## src/rtl/mem_stage_lsu.sv

```systemverilog
`default_nettype none
// ============================================================================
//  Module   : mem_stage_lsu
//  Brief    : Single-entry memory-access pipeline stage with a req/resp bus,
//             byte-lane alignment, load extension and misalignment detection.
//  Revision : 1.0 - initial release
// ============================================================================
module mem_stage_lsu #(
    parameter int XLEN           = 32,
    parameter int ADDR_WIDTH     = 32,
    parameter int REG_ADDR_WIDTH = 5,
    parameter int SIDE_WIDTH     = 96
) (
    input  logic                      clk,
    input  logic                      rst,
    input  logic                      s_valid,
    output logic                      s_ready,
    input  logic [SIDE_WIDTH-1:0]     s_side,
    input  logic [XLEN-1:0]           s_alu_out,
    input  logic [XLEN-1:0]           s_rs2,
    input  logic [2:0]                s_mem_op,
    input  logic                      s_mem_wen,
    input  logic                      s_mem_ren,
    input  logic                      s_reg_wen,
    input  logic [REG_ADDR_WIDTH-1:0] s_reg_waddr,
    output logic                      m_valid,
    input  logic                      m_ready,
    output logic [SIDE_WIDTH-1:0]     m_side,
    output logic                      m_reg_wen,
    output logic [REG_ADDR_WIDTH-1:0] m_reg_waddr,
    output logic [XLEN-1:0]           m_alu_out,
    output logic [XLEN-1:0]           m_mem_out,
    output logic                      m_misalign,
    output logic                      fwd_wen,
    output logic [REG_ADDR_WIDTH-1:0] fwd_waddr,
    output logic [XLEN-1:0]           fwd_data,
    output logic                      fwd_data_valid,
    output logic                      mem_req_valid,
    input  logic                      mem_req_ready,
    output logic [ADDR_WIDTH-1:0]     mem_req_addr,
    output logic                      mem_req_wen,
    output logic [XLEN-1:0]           mem_req_wdata,
    output logic [XLEN/8-1:0]         mem_req_wstrb,
    input  logic                      mem_resp_valid,
    input  logic [XLEN-1:0]           mem_resp_rdata
);

    localparam int c_NB   = XLEN / 8;
    localparam int c_OFFW = $clog2(c_NB);

    localparam logic [1:0] c_IDLE  = 2'd0;
    localparam logic [1:0] c_ISSUE = 2'd1;
    localparam logic [1:0] c_WAIT  = 2'd2;
    localparam logic [1:0] c_HOLD  = 2'd3;

    logic [1:0]                r_state;
    logic [1:0]                w_next_state;

    logic [SIDE_WIDTH-1:0]     r_side;
    logic [XLEN-1:0]           r_alu_out;
    logic [XLEN-1:0]           r_mem_out;
    logic [2:0]                r_mem_op;
    logic                      r_wen;
    logic                      r_ren;
    logic                      r_reg_wen;
    logic [REG_ADDR_WIDTH-1:0] r_reg_waddr;
    logic                      r_misalign;
    logic [XLEN-1:0]           r_req_wdata;
    logic [c_NB-1:0]           r_req_wstrb;

    logic                      w_accept;
    logic                      w_mem_any;
    logic                      w_illegal;
    logic                      w_misal;
    logic                      w_bad;
    logic                      w_to_hold;
    logic [c_OFFW-1:0]         w_off;
    logic [2:0]                w_off3;
    logic [c_NB-1:0]           w_mask;
    logic [c_NB-1:0]           w_wstrb;
    logic [XLEN-1:0]           w_wdata;
    logic [c_OFFW-1:0]         w_roff;
    logic [XLEN-1:0]           w_rsh;
    logic [XLEN-1:0]           w_ext;

    // ---------------- incoming access decode ----------------
    assign w_off     = s_alu_out[c_OFFW-1:0];
    assign w_off3    = 3'(w_off);
    assign w_mem_any = s_mem_wen | s_mem_ren;

    always_comb begin
        w_illegal = (s_mem_op == 3'b111) || (s_mem_wen && s_mem_ren) ||
                    (s_mem_wen && s_mem_op[2]) ||
                    ((XLEN == 32) && ((s_mem_op == 3'b011) || (s_mem_op == 3'b110)));
        case (s_mem_op[1:0])
            2'b01:   w_misal = w_off3[0];
            2'b10:   w_misal = (w_off3[1:0] != 2'b00);
            2'b11:   w_misal = (w_off3 != 3'b000);
            default: w_misal = 1'b0;
        endcase
    end

    // The op field is don't-care for non-memory instructions, so only mem ops can fault
    assign w_bad     = w_mem_any && (w_illegal || w_misal);
    assign w_to_hold = !w_mem_any || w_bad;
    assign w_accept  = s_valid && s_ready;

    always_comb begin
        case (s_mem_op[1:0])
            2'b00:   w_mask = c_NB'(8'h01);
            2'b01:   w_mask = c_NB'(8'h03);
            2'b10:   w_mask = c_NB'(8'h0F);
            default: w_mask = c_NB'(8'hFF);
        endcase
    end

    assign w_wstrb = s_mem_wen ? (w_mask << w_off) : '0;
    assign w_wdata = s_rs2 << {w_off, 3'b000};

    // ---------------- load data extraction ----------------
    assign w_roff = r_alu_out[c_OFFW-1:0];
    assign w_rsh  = mem_resp_rdata >> {w_roff, 3'b000};

    always_comb begin
        case (r_mem_op)
            3'b000:  w_ext = XLEN'($signed(w_rsh[7:0]));
            3'b001:  w_ext = XLEN'($signed(w_rsh[15:0]));
            3'b010:  w_ext = XLEN'($signed(w_rsh[31:0]));
            3'b100:  w_ext = XLEN'(w_rsh[7:0]);
            3'b101:  w_ext = XLEN'(w_rsh[15:0]);
            3'b110:  w_ext = XLEN'(w_rsh[31:0]);
            default: w_ext = w_rsh;
        endcase
    end

    // ---------------- FSM: state register ----------------
    always_ff @(posedge clk or negedge rst) begin
        if (!rst) r_state <= c_IDLE;
        else      r_state <= w_next_state;
    end

    // ---------------- FSM: next state ----------------
    always_comb begin
        w_next_state = r_state;
        case (r_state)
            c_IDLE:  if (s_valid)        w_next_state = w_to_hold ? c_HOLD : c_ISSUE;
            c_ISSUE: if (mem_req_ready)  w_next_state = c_WAIT;
            c_WAIT:  if (mem_resp_valid) w_next_state = c_HOLD;
            c_HOLD: begin
                if (m_ready) w_next_state = s_valid ? (w_to_hold ? c_HOLD : c_ISSUE) : c_IDLE;
            end
            default: w_next_state = c_IDLE;
        endcase
    end

    // ---------------- FSM: outputs ----------------
    // fwd_data_valid is held low in IDLE so every output is quiet out of reset
    always_comb begin
        s_ready        = 1'b0;
        m_valid        = 1'b0;
        mem_req_valid  = 1'b0;
        fwd_data_valid = 1'b0;
        case (r_state)
            c_IDLE:  s_ready = 1'b1;
            c_ISSUE: begin
                mem_req_valid  = 1'b1;
                fwd_data_valid = !r_ren;
            end
            c_WAIT:  fwd_data_valid = !r_ren;
            c_HOLD: begin
                s_ready        = m_ready;
                m_valid        = 1'b1;
                fwd_data_valid = 1'b1;
            end
            default: s_ready = 1'b0;
        endcase
    end

    // ---------------- payload registers ----------------
    always_ff @(posedge clk or negedge rst) begin
        if (!rst) begin
            r_side      <= '0;
            r_alu_out   <= '0;
            r_mem_out   <= '0;
            r_mem_op    <= '0;
            r_wen       <= 1'b0;
            r_ren       <= 1'b0;
            r_reg_wen   <= 1'b0;
            r_reg_waddr <= '0;
            r_misalign  <= 1'b0;
            r_req_wdata <= '0;
            r_req_wstrb <= '0;
        end else if (w_accept) begin
            r_side      <= s_side;
            r_alu_out   <= s_alu_out;
            r_mem_out   <= '0;
            r_mem_op    <= s_mem_op;
            r_wen       <= s_mem_wen;
            r_ren       <= s_mem_ren;
            r_reg_wen   <= s_reg_wen;
            r_reg_waddr <= s_reg_waddr;
            r_misalign  <= w_bad;
            r_req_wdata <= w_wdata;
            r_req_wstrb <= w_wstrb;
        end else if ((r_state == c_WAIT) && mem_resp_valid && r_ren) begin
            r_mem_out   <= w_ext;
        end
    end

    assign m_side        = r_side;
    assign m_reg_wen     = r_reg_wen && !r_misalign;
    assign m_reg_waddr   = r_reg_waddr;
    assign m_alu_out     = r_alu_out;
    assign m_mem_out     = r_mem_out;
    assign m_misalign    = r_misalign;

    assign fwd_wen       = (r_state != c_IDLE) && r_reg_wen && !r_misalign;
    assign fwd_waddr     = r_reg_waddr;
    assign fwd_data      = r_ren ? r_mem_out : r_alu_out;

    assign mem_req_addr  = r_alu_out[ADDR_WIDTH-1:0];
    assign mem_req_wen   = r_wen;
    assign mem_req_wdata = r_req_wdata;
    assign mem_req_wstrb = r_req_wstrb;

endmodule
`default_nettype wire

```

## config.mk

```make
export PLATFORM = sky130hd
export DESIGN_NAME = mem_stage_lsu
export DESIGN_NICKNAME = d
export VERILOG_FILES = /design/src/rtl/mem_stage_lsu.sv
export SDC_FILE = /design/constraint.sdc
export NUM_CORES = 1
export LEC_CHECK = 0
export CAP_MARGIN = 20
export CELL_PAD_IN_SITES_DETAIL_PLACEMENT = 1
export CELL_PAD_IN_SITES_GLOBAL_PLACEMENT = 1
export CORE_MARGIN = 2
export CORE_UTILIZATION = 26
export DETAILED_ROUTE_END_ITERATION = 8
export PLACE_DENSITY = 0.75
export SYNTH_ARGS = -nofsm -noshare
export SYNTH_HDL_FRONTEND = slang
export SYNTH_SLANG_ARGS = --single-unit
```

## constraint.sdc

```tcl
create_clock -name clk -period 2.1 [get_ports clk]
set_clock_uncertainty 0.05 [all_clocks]
set_input_delay 0.315 -clock clk [delete_from_list [all_inputs] [get_ports clk]]
set_output_delay 0.315 -clock clk [all_outputs]
set_load 0.01 [all_outputs]
```

After elaboration in Yosys (flattened, before gate mapping). Cells that the tools add are included. Widths: inputs -> output; s select.

Flip-flop bits (word level): 210. Input port bits: 209. Word-level logic and storage cells: 77.

Eq/ne operators: 16. Shift operators: 3. Multiplexer cells: 18. Bitwise operators: 1. Reductions and logical operators: 27.

Operators with widths (number): $pmux 32 s4 (1); $mux 32 (3); $shl 32x5->32 (1); $shr 32x5->32 (1); $eq 3x3->1 const B (4); $mux 2 (6); $logic_and 1x1->1 (9); $eq 2x2->1 const B (4); $ne 2x2->1 const B (4); $pmux 2 s4 (1); $pmux 4 s2 (1); $logic_or 1x1->1 (6); $reduce_bool 2->1 (3); $eq 2x1->1 const B (2); $logic_not 2->1 (2); $mux 4 (1); $pmux 1 s2 (2); $reduce_and 4->1 (1); $shl 4x2->4 (1); $eq 3x1->1 const B (1); $eq 3x2->1 const B (1); $logic_not 1->1 (3); $logic_not 3->1 (1); $pmux 1 s3 (1); 4 further kinds (5).

Depth between registers and ports, before layout. Gate-level depths: netlist of run 1.

Depth after elaboration: 11. Depth in mapped cells: 9. Mapped depth without buffers: 6.

Least setup slack after synthesis of run 1. OpenSTA, ideal clock, no wires.

Kind: reg-to-reg. From: register r_state[0]. To: register r_mem_out[22], in the netlist m_mem_out[22]. Setup time: 0.126 ns. Arrival time: 1.917 ns. Required time: 1.924 ns. Path slack: 0.007 ns. Cell stages (with the launch flop): 9. Path buffers: 2. Clock period less this slack: 2.093 ns. Cell sequence: dfrtp_1 -> inv_1 -> ha_1 -> nor2b_1 -> and2_1 -> buf_2 -> nor2_1 -> buf_2 -> a221o_1.

Longest elaborated chain between the ends: 4. Elaborated cells between the ends (all ways): 9. Classes of those cells: eq/ne: 2; mux: 2; reduce/logical: 5.

Ends and longest elaborated chain: start: declaration (line 56) `logic [1:0] r_state;`; start signal: assignment (line 138) `if (!rst) r_state <= c_IDLE;`; start signal: assignment (line 139) `else r_state <= w_next_state;`; $eq 2x2->1 (tied with other cells) (line 163) `case (r_state)`; $pmux 1 s2 / $logic_and 1x1->1 (equally long branches) (line 163, 205); $logic_and 1x1->1, on equally long branches (line 106, 205); $mux 32 / $reduce_bool 2->1 (equally long branches); end signal: assignment (line 206) `r_mem_out <= w_ext;`; end: declaration (line 61) `logic [XLEN-1:0] r_mem_out;`.

Several ways; a longest one is shown, not always the timed one. A chain may end at the register's enable or synchronous reset.

Worst setup path after layout of run 1.
From: register r_ren. To: output port fwd_data[15].

Longest elaborated chain between the ends: 1.

Ends and longest elaborated chain: start: declaration (line 64) `logic r_ren;`; start signal: assignment (line 199) `r_ren <= s_mem_ren;`; $mux 32 (line 219) `assign fwd_data = r_ren ? r_mem_out : r_alu_out;`; end: declaration (line 36) `output logic [XLEN-1:0] fwd_data,`.

Every way passes these cells.

==> impl_metrics.prom, run 1 <==
# TYPE chip_impl_metric gauge
chip_impl_metric{name="clock_tree.buffer_depth",unit=""} 3
chip_impl_metric{name="start_util",unit="%"} 26.4
chip_impl_info{name="cts_root_buffer",value="clkbuf_16"} 1
chip_impl_metric{name="final.hold.worst_slack",unit="ns"} 0.235
chip_impl_info{name="run_status",value="finished with violations"} 1
chip_impl_info{name="postSynth.topFlopCell",value="dfrtp_1"} 1
chip_impl_metric{name="synth_area",unit="um2"} 9690
chip_impl_info{name="endpoint_kind",value="output port"} 1
chip_impl_metric{name="synth-seq-area-share",unit="%"} 54.2
chip_impl_metric{name="synthCells",unit=""} 1047
chip_impl_metric{name="cts.clk_slew.worst_paths",unit="ns"} 0.06
chip_impl_info{name="layout.cells.most_common_list",value="nand2_1, clkdlybuf4s50_1, dfrtp_1"} 1
chip_impl_metric{name="die_height",unit="um"} 197
chip_impl_metric{name="ratio_of_total_power_to_cell_area",unit="nW/um2"} 1530
chip_impl_info{name="yosys.area.top_type",value="dfrtp_1"} 1
chip_impl_metric{name="slew_headroom",unit="%"} 57.9
chip_impl_metric{name="period_minus_slack",unit="ns"} 2.19
chip_impl_metric{name="synth_edf_count",unit=""} 0
chip_impl_metric{name="grt_max_degree",unit=""} 59
chip_impl_metric{name="setup_violations",unit=""} 21
chip_impl_metric{name="power_switching_share",unit="%"} 37.3
chip_impl_metric{name="clk-insertion-delay-late",unit="ns"} 0.53
chip_impl_metric{name="period_share",unit="%"} 104
chip_impl_metric{name="seq_power_share",unit="%"} 28.9
chip_impl_metric{name="place.port_buffers",unit=""} 486
chip_impl_metric{name="share_clk_of_total_power",unit="%"} 17.5
chip_impl_metric{name="wl_per_cell",unit="um"} 20.7
chip_impl_metric{name="postRouteWirelength",unit="um"} 41900
chip_impl_metric{name="switching_power",unit="mW"} 9.48
chip_impl_metric{name="ff2ff_path_depth",unit=""} 7
chip_impl_metric{name="worst-path-max-fanout",unit=""} 5
chip_impl_info{name="critical_path.startpoint_type",value="register"} 1
chip_impl_info{name="netlist_top_cells_area",value="dfrtp_1, nand2_1, mux2_2, buf_4, mux2i_1"} 1
chip_impl_metric{name="drt_drc_violations_left",unit=""} 0
chip_impl_metric{name="worstHoldPathCells",unit=""} 3
chip_impl_metric{name="number_of_global_route_vias_before_repair",unit=""} 10400
chip_impl_metric{name="vdd_ir_drop_max",unit="uV"} 715
chip_impl_info{name="crit-reg2reg-capture",value="m_mem_out[29]"} 1
chip_impl_metric{name="final-max-slew-violation-count",unit=""} 0
chip_impl_info{name="clock_tree_from_tritoncts",value="done"} 1
chip_impl_metric{name="fmax",unit="MHz"} 456
chip_impl_metric{name="final_core_util",unit="%"} 45.2
chip_impl_metric{name="final_hold_viol_count",unit=""} 0
chip_impl_metric{name="global_route_usage_sum",unit="%"} 20.7
chip_impl_metric{name="floorplan.rows",unit=""} 70
chip_impl_metric{name="vias",unit=""} 9525
chip_impl_info{name="regToRegStartpoint",value="r_state[1]"} 1
chip_impl_metric{name="postSynthNetCount",unit=""} 1260
chip_impl_metric{name="globalRoute.totalOverflow",unit=""} 0
chip_impl_metric{name="worst-slew-pin-transition",unit="ns"} 0.629
chip_impl_metric{name="cell_variety_after_synth",unit=""} 39
chip_impl_metric{name="cts_made_buffers",unit=""} 26
chip_impl_metric{name="floorplan.die.width",unit="um"} 197
chip_impl_metric{name="syn_avg_cell_area",unit="um2"} 9.26
chip_impl_metric{name="async_flop_share",unit="%"} 100
chip_impl_metric{name="place_hpwl",unit="um"} 30400
chip_impl_metric{name="total_die_area",unit="um2"} 38800
chip_impl_info{name="crit_type",value="register to output port"} 1
chip_impl_metric{name="detail-route-antenna-nets",unit=""} 0
chip_impl_metric{name="finalWorstSetupSlack",unit="ns"} -0.0914
chip_impl_metric{name="crit_required",unit="ns"} 1.74
chip_impl_metric{name="layout-drive-gt1-share",unit="%"} 15.2
chip_impl_metric{name="critPathArrivalTime",unit="ns"} 1.83
chip_impl_info{name="worst_hold_path.endpoint",value="mem_req_wstrb[0]"} 1
chip_impl_metric{name="synthToLayoutAreaGrowth",unit="%"} 71.1
chip_impl_metric{name="cts_num_sinks",unit=""} 210
chip_impl_metric{name="power.internal",unit="mW"} 15.9
chip_impl_metric{name="worst_slack_at_placement",unit="ns"} -0.457
chip_impl_metric{name="finish.net_count",unit=""} 1753
chip_impl_info{name="start_point_of_the_worst_hold_path",value="s_alu_out[0]"} 1
chip_impl_metric{name="h-tree-depth",unit=""} 1
chip_impl_metric{name="viasPerCell",unit=""} 4.69
chip_impl_info{name="hold_path.class",value="primary input to register"} 1
chip_impl_metric{name="cap_violations",unit=""} 0
chip_impl_metric{name="grt_antenna_before_repair",unit=""} 1
chip_impl_metric{name="synth_top_area_share",unit="%"} 54.2
chip_impl_metric{name="gp_routability_congestion",unit=""} 0.837
chip_impl_info{name="layout.cells.most_common",value="nand2_1"} 1
chip_impl_metric{name="synth.yosys.warnings",unit=""} 0
chip_impl_metric{name="r2r_setup_slack",unit="ns"} 0
chip_impl_info{name="rsz0062_at_grt",value="yes"} 1
chip_impl_metric{name="comb_power_share",unit="%"} 53.6
chip_impl_metric{name="ios",unit=""} 487
chip_impl_metric{name="detailedRoute.firstPassIterationCount",unit=""} 7
chip_impl_metric{name="grt_pass1_wl",unit="um"} 62300
chip_impl_metric{name="drt_iter0_markers",unit=""} 260
chip_impl_metric{name="ys_ff_latch",unit=""} 210
chip_impl_metric{name="p_leak",unit="nW"} 7.72
chip_impl_info{name="failed_checks",value="negative setup slack"} 1
chip_impl_metric{name="design.core.area",unit="um2"} 36700
-- Yosys cell counts (11+ instances only) --
| master | n |
|---|---|
| o21ai_0 | 26 |
| nor2b_1 | 15 |
| buf_4 | 38 |
| a21oi_1 | 32 |
| clkbuf_1 | 33 |
| mux2_2 | 53 |
| o31ai_1 | 11 |
| mux2i_1 | 25 |
| dfrtp_1 | 210 |
| nor2_1 | 19 |
| buf_2 | 26 |
| nand2_1 | 468 |
-- what timing repair did --
item / in CTS / in global routing
gates resized for setup: 180 / 27
hold buffers: 1 / 0
setup endpoints to repair: 116 / 122
endpoints found under the hold margin: 51 / 0
buffers inserted: 14 / 4
cloned: 4 / 4
pin swaps: 4 / 4
-- state kept, by name, indices dropped and copies added (netlist names) --
signal,flops
fwd_waddr,5
m_alu_out,32
m_mem_out,32
m_misalign,1
m_side,96
mem_req_wdata,32
mem_req_wen,1
mem_req_wstrb,4
r_mem_op,3
r_reg_wen,1
r_ren,1
r_state,2
-- kinds of logic after synthesis --
group | synth area share (%)
DFF | 54.2
muxes | 8.97
AOI/OAI and AO/OA | 9.03
buffers and inverters | 6.14
adders and majority gates | 0.516
and+or+nand+nor | 21.1
-- metrics by stage --
step	instance area, um2	total power [mW]	TNS, ns	std cells
floorplan	9690	12.6	0	1047
global placement	15200	19.5	-11.27	1954
finish	16600	25.4	-1.46	2029
CTS	16400	25.2	-2.12	2021
global route	16600	26.9	-2.81	2029
detailed placement	15200	19.9	-14.00	1954
-- worst max path at each step --
stage / slack (ns) / from / endpoint / cells past startpoint
after floorplan: 0.007 / r_state[0] / m_mem_out[22] / 8
after global placement: -0.38 / s_valid / m_mem_out[31] / 6
after detailed placement: -0.46 / s_valid / m_mem_out[30] / 6
after CTS: -0.11 / r_ren / fwd_data[22] / 5
after global routing: -0.14 / r_ren / fwd_data[15] / 5
final: -0.09 / r_ren / fwd_data[15] / 5
-- worst max-delay path: stages, from the launching register on --
cell	delay, ns
dfrtp_2	0.44
buf_4	0.15
buf_12	0.14
buf_4	0.14
mux2_4	0.30
buf_6	0.12
-- per-layer routing --
metal / vias to the layer above / global-route usage [%] / part of all wire, %
li1: 4384 / - / -
met1: 4676 / 22.6 / 36
met2: 382 / 38.0 / 52
met3: 83 / 5.60 / 7.8
met4: 0 / 8.10 / 3.8
met5: - / 0 / 0
-- layout make-up --
type,instances,area (um2)
fillers,4103,20100
repair buffers,567,5940
flip-flops and latches,210,5260
multi-input cells,729,3940
clock buffers,37,753
well taps,468,586
clock inverters,11,87.6
inverters,6,22.5
diodes,1,2.50
-- power by group through the flow --
| stage | clock, mW | combinational (mW) | sequential [mW] |
|---|---|---|---|
| after floorplan | 0 | 4.82 | 7.73 |
| after global placement | 0 | 12.3 | 7.28 |
| after detailed placement | 0 | 12.5 | 7.37 |
| after CTS | 4.55 | 13.3 | 7.34 |
| after global routing | 4.70 | 14.7 | 7.55 |
| final | 4.44 | 13.6 | 7.33 |
No activity file was read; power rests on OpenSTA's default activity.
==> run 2: changes to the inputs <==
Settings changed: CAP_MARGIN 20 to 40, CTS_CLUSTER_SIZE from default to 28.
==> run 2 against run 1 <==
The flow still finishes with violations (negative setup slack). Critical path depth did not move. Largest cell class unchanged. Sequential power about the same. Design area up 0.17%. Combinational power hardly changed.
==> impl_metrics.prom, run 2 (synthesized netlist as in run 1, its figures left out) <==
# TYPE chip_impl_metric gauge
chip_impl_metric{name="postRouteWirelength",unit="um"} 42000
chip_impl_info{name="layout.cells.most_common",value="nand2_1"} 1
chip_impl_metric{name="detail-route-antenna-nets",unit=""} 0
chip_impl_metric{name="floorplan.rows",unit=""} 70
chip_impl_metric{name="wl_per_cell",unit="um"} 20.7
chip_impl_metric{name="design.core.area",unit="um2"} 36700
chip_impl_info{name="cpLargestDelayFamily",value="buffers and inverters"} 1
chip_impl_metric{name="r2r_setup_slack",unit="ns"} 0.02
chip_impl_metric{name="final_design_area_no_fill",unit="um2"} 16600
chip_impl_metric{name="grt_pass1_wl",unit="um"} 62400
chip_impl_metric{name="grt_max_degree",unit=""} 59
chip_impl_info{name="cts_root_buffer",value="clkbuf_16"} 1
chip_impl_info{name="failed_checks",value="negative setup slack"} 1
chip_impl_metric{name="placement.cell_area",unit="um2"} 15200
chip_impl_metric{name="critPathArrivalTime",unit="ns"} 1.82
chip_impl_metric{name="critPathMaxStageDelay",unit="ns"} 0.44
chip_impl_metric{name="vdd_ir_drop_max",unit="uV"} 807
chip_impl_metric{name="layout-drive-gt1-share",unit="%"} 15.4
chip_impl_metric{name="finalWorstSetupSlack",unit="ns"} -0.0868
chip_impl_metric{name="worstHoldPathCells",unit=""} 3
chip_impl_metric{name="period_minus_slack",unit="ns"} 2.19
chip_impl_metric{name="worst-path-max-fanout",unit=""} 8
chip_impl_metric{name="die_height",unit="um"} 197
chip_impl_metric{name="ff2ff_path_depth",unit=""} 7
chip_impl_metric{name="synthToLayoutAreaGrowth",unit="%"} 71.4
chip_impl_metric{name="ratio_of_total_power_to_cell_area",unit="nW/um2"} 1530
chip_impl_metric{name="seqCellArea",unit="um2"} 5260
chip_impl_metric{name="clock_tree.buffer_depth",unit=""} 3
chip_impl_metric{name="setup_violations",unit=""} 18
chip_impl_metric{name="totalNegativeSetupSlack",unit="ns"} -1.26
chip_impl_info{name="crit-reg2reg-capture",value="m_mem_out[25]"} 1
chip_impl_info{name="critical-path-slowest-cell",value="dfrtp_2"} 1
chip_impl_metric{name="cap_violations",unit=""} 0
chip_impl_metric{name="met3_layer_usage_reported_by_global_route",unit="%"} 5.65
chip_impl_metric{name="filler_cell_count",unit=""} 4107
chip_impl_info{name="layout.cells.most_common_list",value="nand2_1, clkdlybuf4s50_1, dfrtp_1"} 1
chip_impl_info{name="worst_hold_path.endpoint",value="mem_req_wstrb[0]"} 1
chip_impl_metric{name="final-max-slew-violation-count",unit=""} 0
chip_impl_info{name="worst_path_most_repeated_cell",value="buf_12"} 1
chip_impl_metric{name="grt_antenna_before_repair",unit=""} 1
chip_impl_metric{name="start_util",unit="%"} 26.4
chip_impl_metric{name="finish.net_count",unit=""} 1751
chip_impl_metric{name="multi_input_comb_area",unit="um2"} 3980
chip_impl_metric{name="cp_num_cells",unit=""} 5
chip_impl_info{name="gr-max-usage-layer",value="met2"} 1
chip_impl_metric{name="crit_required",unit="ns"} 1.74
chip_impl_metric{name="fmax",unit="MHz"} 457
chip_impl_metric{name="largest_reg_flops",unit=""} 96
chip_impl_info{name="start_point_of_the_worst_hold_path",value="s_alu_out[0]"} 1
chip_impl_metric{name="floorplan.die.width",unit="um"} 197
chip_impl_info{name="endpoint_kind",value="output port"} 1
chip_impl_metric{name="vias",unit=""} 9512
chip_impl_info{name="hold_path.class",value="primary input to register"} 1
chip_impl_info{name="crit_type",value="register to output port"} 1
chip_impl_metric{name="globalRoute.totalOverflow",unit=""} 0
chip_impl_info{name="critical_path.startpoint_type",value="register"} 1
chip_impl_metric{name="critical_path.n_buffers_inverters",unit=""} 4
chip_impl_metric{name="worst-slew-pin-transition",unit="ns"} 0.626
chip_impl_metric{name="final.hold.worst_slack",unit="ns"} 0.234
chip_impl_metric{name="ios",unit=""} 487
chip_impl_metric{name="global_route_usage_sum",unit="%"} 20.8
chip_impl_metric{name="drt_drc_violations_left",unit=""} 0
chip_impl_metric{name="place.port_buffers",unit=""} 486
chip_impl_metric{name="detailedRoute.firstPassIterationCount",unit=""} 5
chip_impl_metric{name="viasPerCell",unit=""} 4.70
chip_impl_info{name="regToRegStartpoint",value="r_state[0]"} 1
chip_impl_metric{name="total_die_area",unit="um2"} 38800
chip_impl_metric{name="grtUsageMet1",unit="%"} 23.0
chip_impl_metric{name="p_leak",unit="nW"} 7.71
chip_impl_metric{name="number_of_global_route_vias_before_repair",unit=""} 10300
chip_impl_metric{name="gp_routability_congestion",unit=""} 0.837
chip_impl_metric{name="slew_headroom",unit="%"} 58.1
chip_impl_metric{name="grtUsageMet2",unit="%"} 38.7
chip_impl_info{name="crit_path_cell_trace",value="buf_12 > buf_12 > buf_16 > mux2_4 > buf_6"} 1
chip_impl_metric{name="final_hold_viol_count",unit=""} 0
chip_impl_metric{name="cts_made_buffers",unit=""} 26
chip_impl_metric{name="h-tree-depth",unit=""} 1
chip_impl_metric{name="place_hpwl",unit="um"} 30400
chip_impl_info{name="clock_tree_from_tritoncts",value="done"} 1
chip_impl_info{name="run_status",value="finished with violations"} 1
chip_impl_metric{name="clk-insertion-delay-late",unit="ns"} 0.54
chip_impl_metric{name="cts_num_sinks",unit=""} 210
chip_impl_info{name="rsz0062_at_grt",value="yes"} 1
chip_impl_metric{name="drt_iter0_markers",unit=""} 264
chip_impl_metric{name="period_share",unit="%"} 104
chip_impl_metric{name="cts.clk_slew.worst_paths",unit="ns"} 0.06
## run 2: cell count changes in the layout (fill, tap and decap cells not counted), sizes merged
cell and change:
bufinv -1, clkbuf -3, clkdlybuf4s15 -1, clkinv -4, clkinvlp +2
## run 2: how the worst max path moves through the flow
stage               startpoint  slack (ns)       endpoint
CTS                      r_ren       -0.12    fwd_data[9]
detailed placement     s_valid       -0.45  m_mem_out[30]
finish                   r_ren       -0.09   fwd_data[25]
floorplan           r_state[0]       0.007  m_mem_out[22]
global placement       s_valid       -0.38  m_mem_out[31]
global route             r_ren       -0.13   fwd_data[25]
## run 2: what timing repair did
action / in CTS / in global routing
resized for setup: 202 / 27
pin swaps: 5 / 11
buffers inserted: 13 / 2
endpoints found under the setup margin: 120 / 168
hold endpoints to repair: 51 / 0
cloned: 5 / 4
hold buffers: 1 / 0
## run 2: tightest hold or removal path, stage by stage
cell     delay, ns
buf_2         0.10
buf_12        0.22
o31ai_1       0.11
## run 2: metrics by stage
| stage | power (mW) | std cells | util [%] | setup slack (ns) |
|---|---|---|---|---|
| 3_5_place_dp | 19.9 | 1955 | 41.5 | -0.446 |
| 4_1_cts | 25.3 | 2017 | 44.8 | -0.124 |
| 6_report | 25.4 | 2022 | 45.3 | -0.0868 |
| 5_1_grt | 27.0 | 2022 | 45.3 | -0.134 |
| 3_3_place_gp | 19.5 | 1954 | 41.5 | -0.384 |
| 2_1_floorplan | 12.6 | 1047 | - | 0.00711 |
## run 2: layout make-up
class	instances	area share, %
clock inverters	8	0.294
multi-input cells	729	24.0
well taps	468	3.52
inverters	6	0.136
repair buffers	565	35.9
flip-flops and latches	210	31.7
clock buffers	35	4.55
diodes	1	0.0151
## run 2: report_power, final
part / switching (mW) / internal [mW]
sequential: 1.48 / 5.85
combinational: 6.19 / 7.56
clock: 1.81 / 2.49
## run 2: metal layers
metal	vias up	part of all wire (%)	wire length, um
met5	-	0	0
met4	0	3.0	1260
met3	71	7.7	3250
met2	378	53	22100
met1	4679	37	15300
li1	4384	-	-
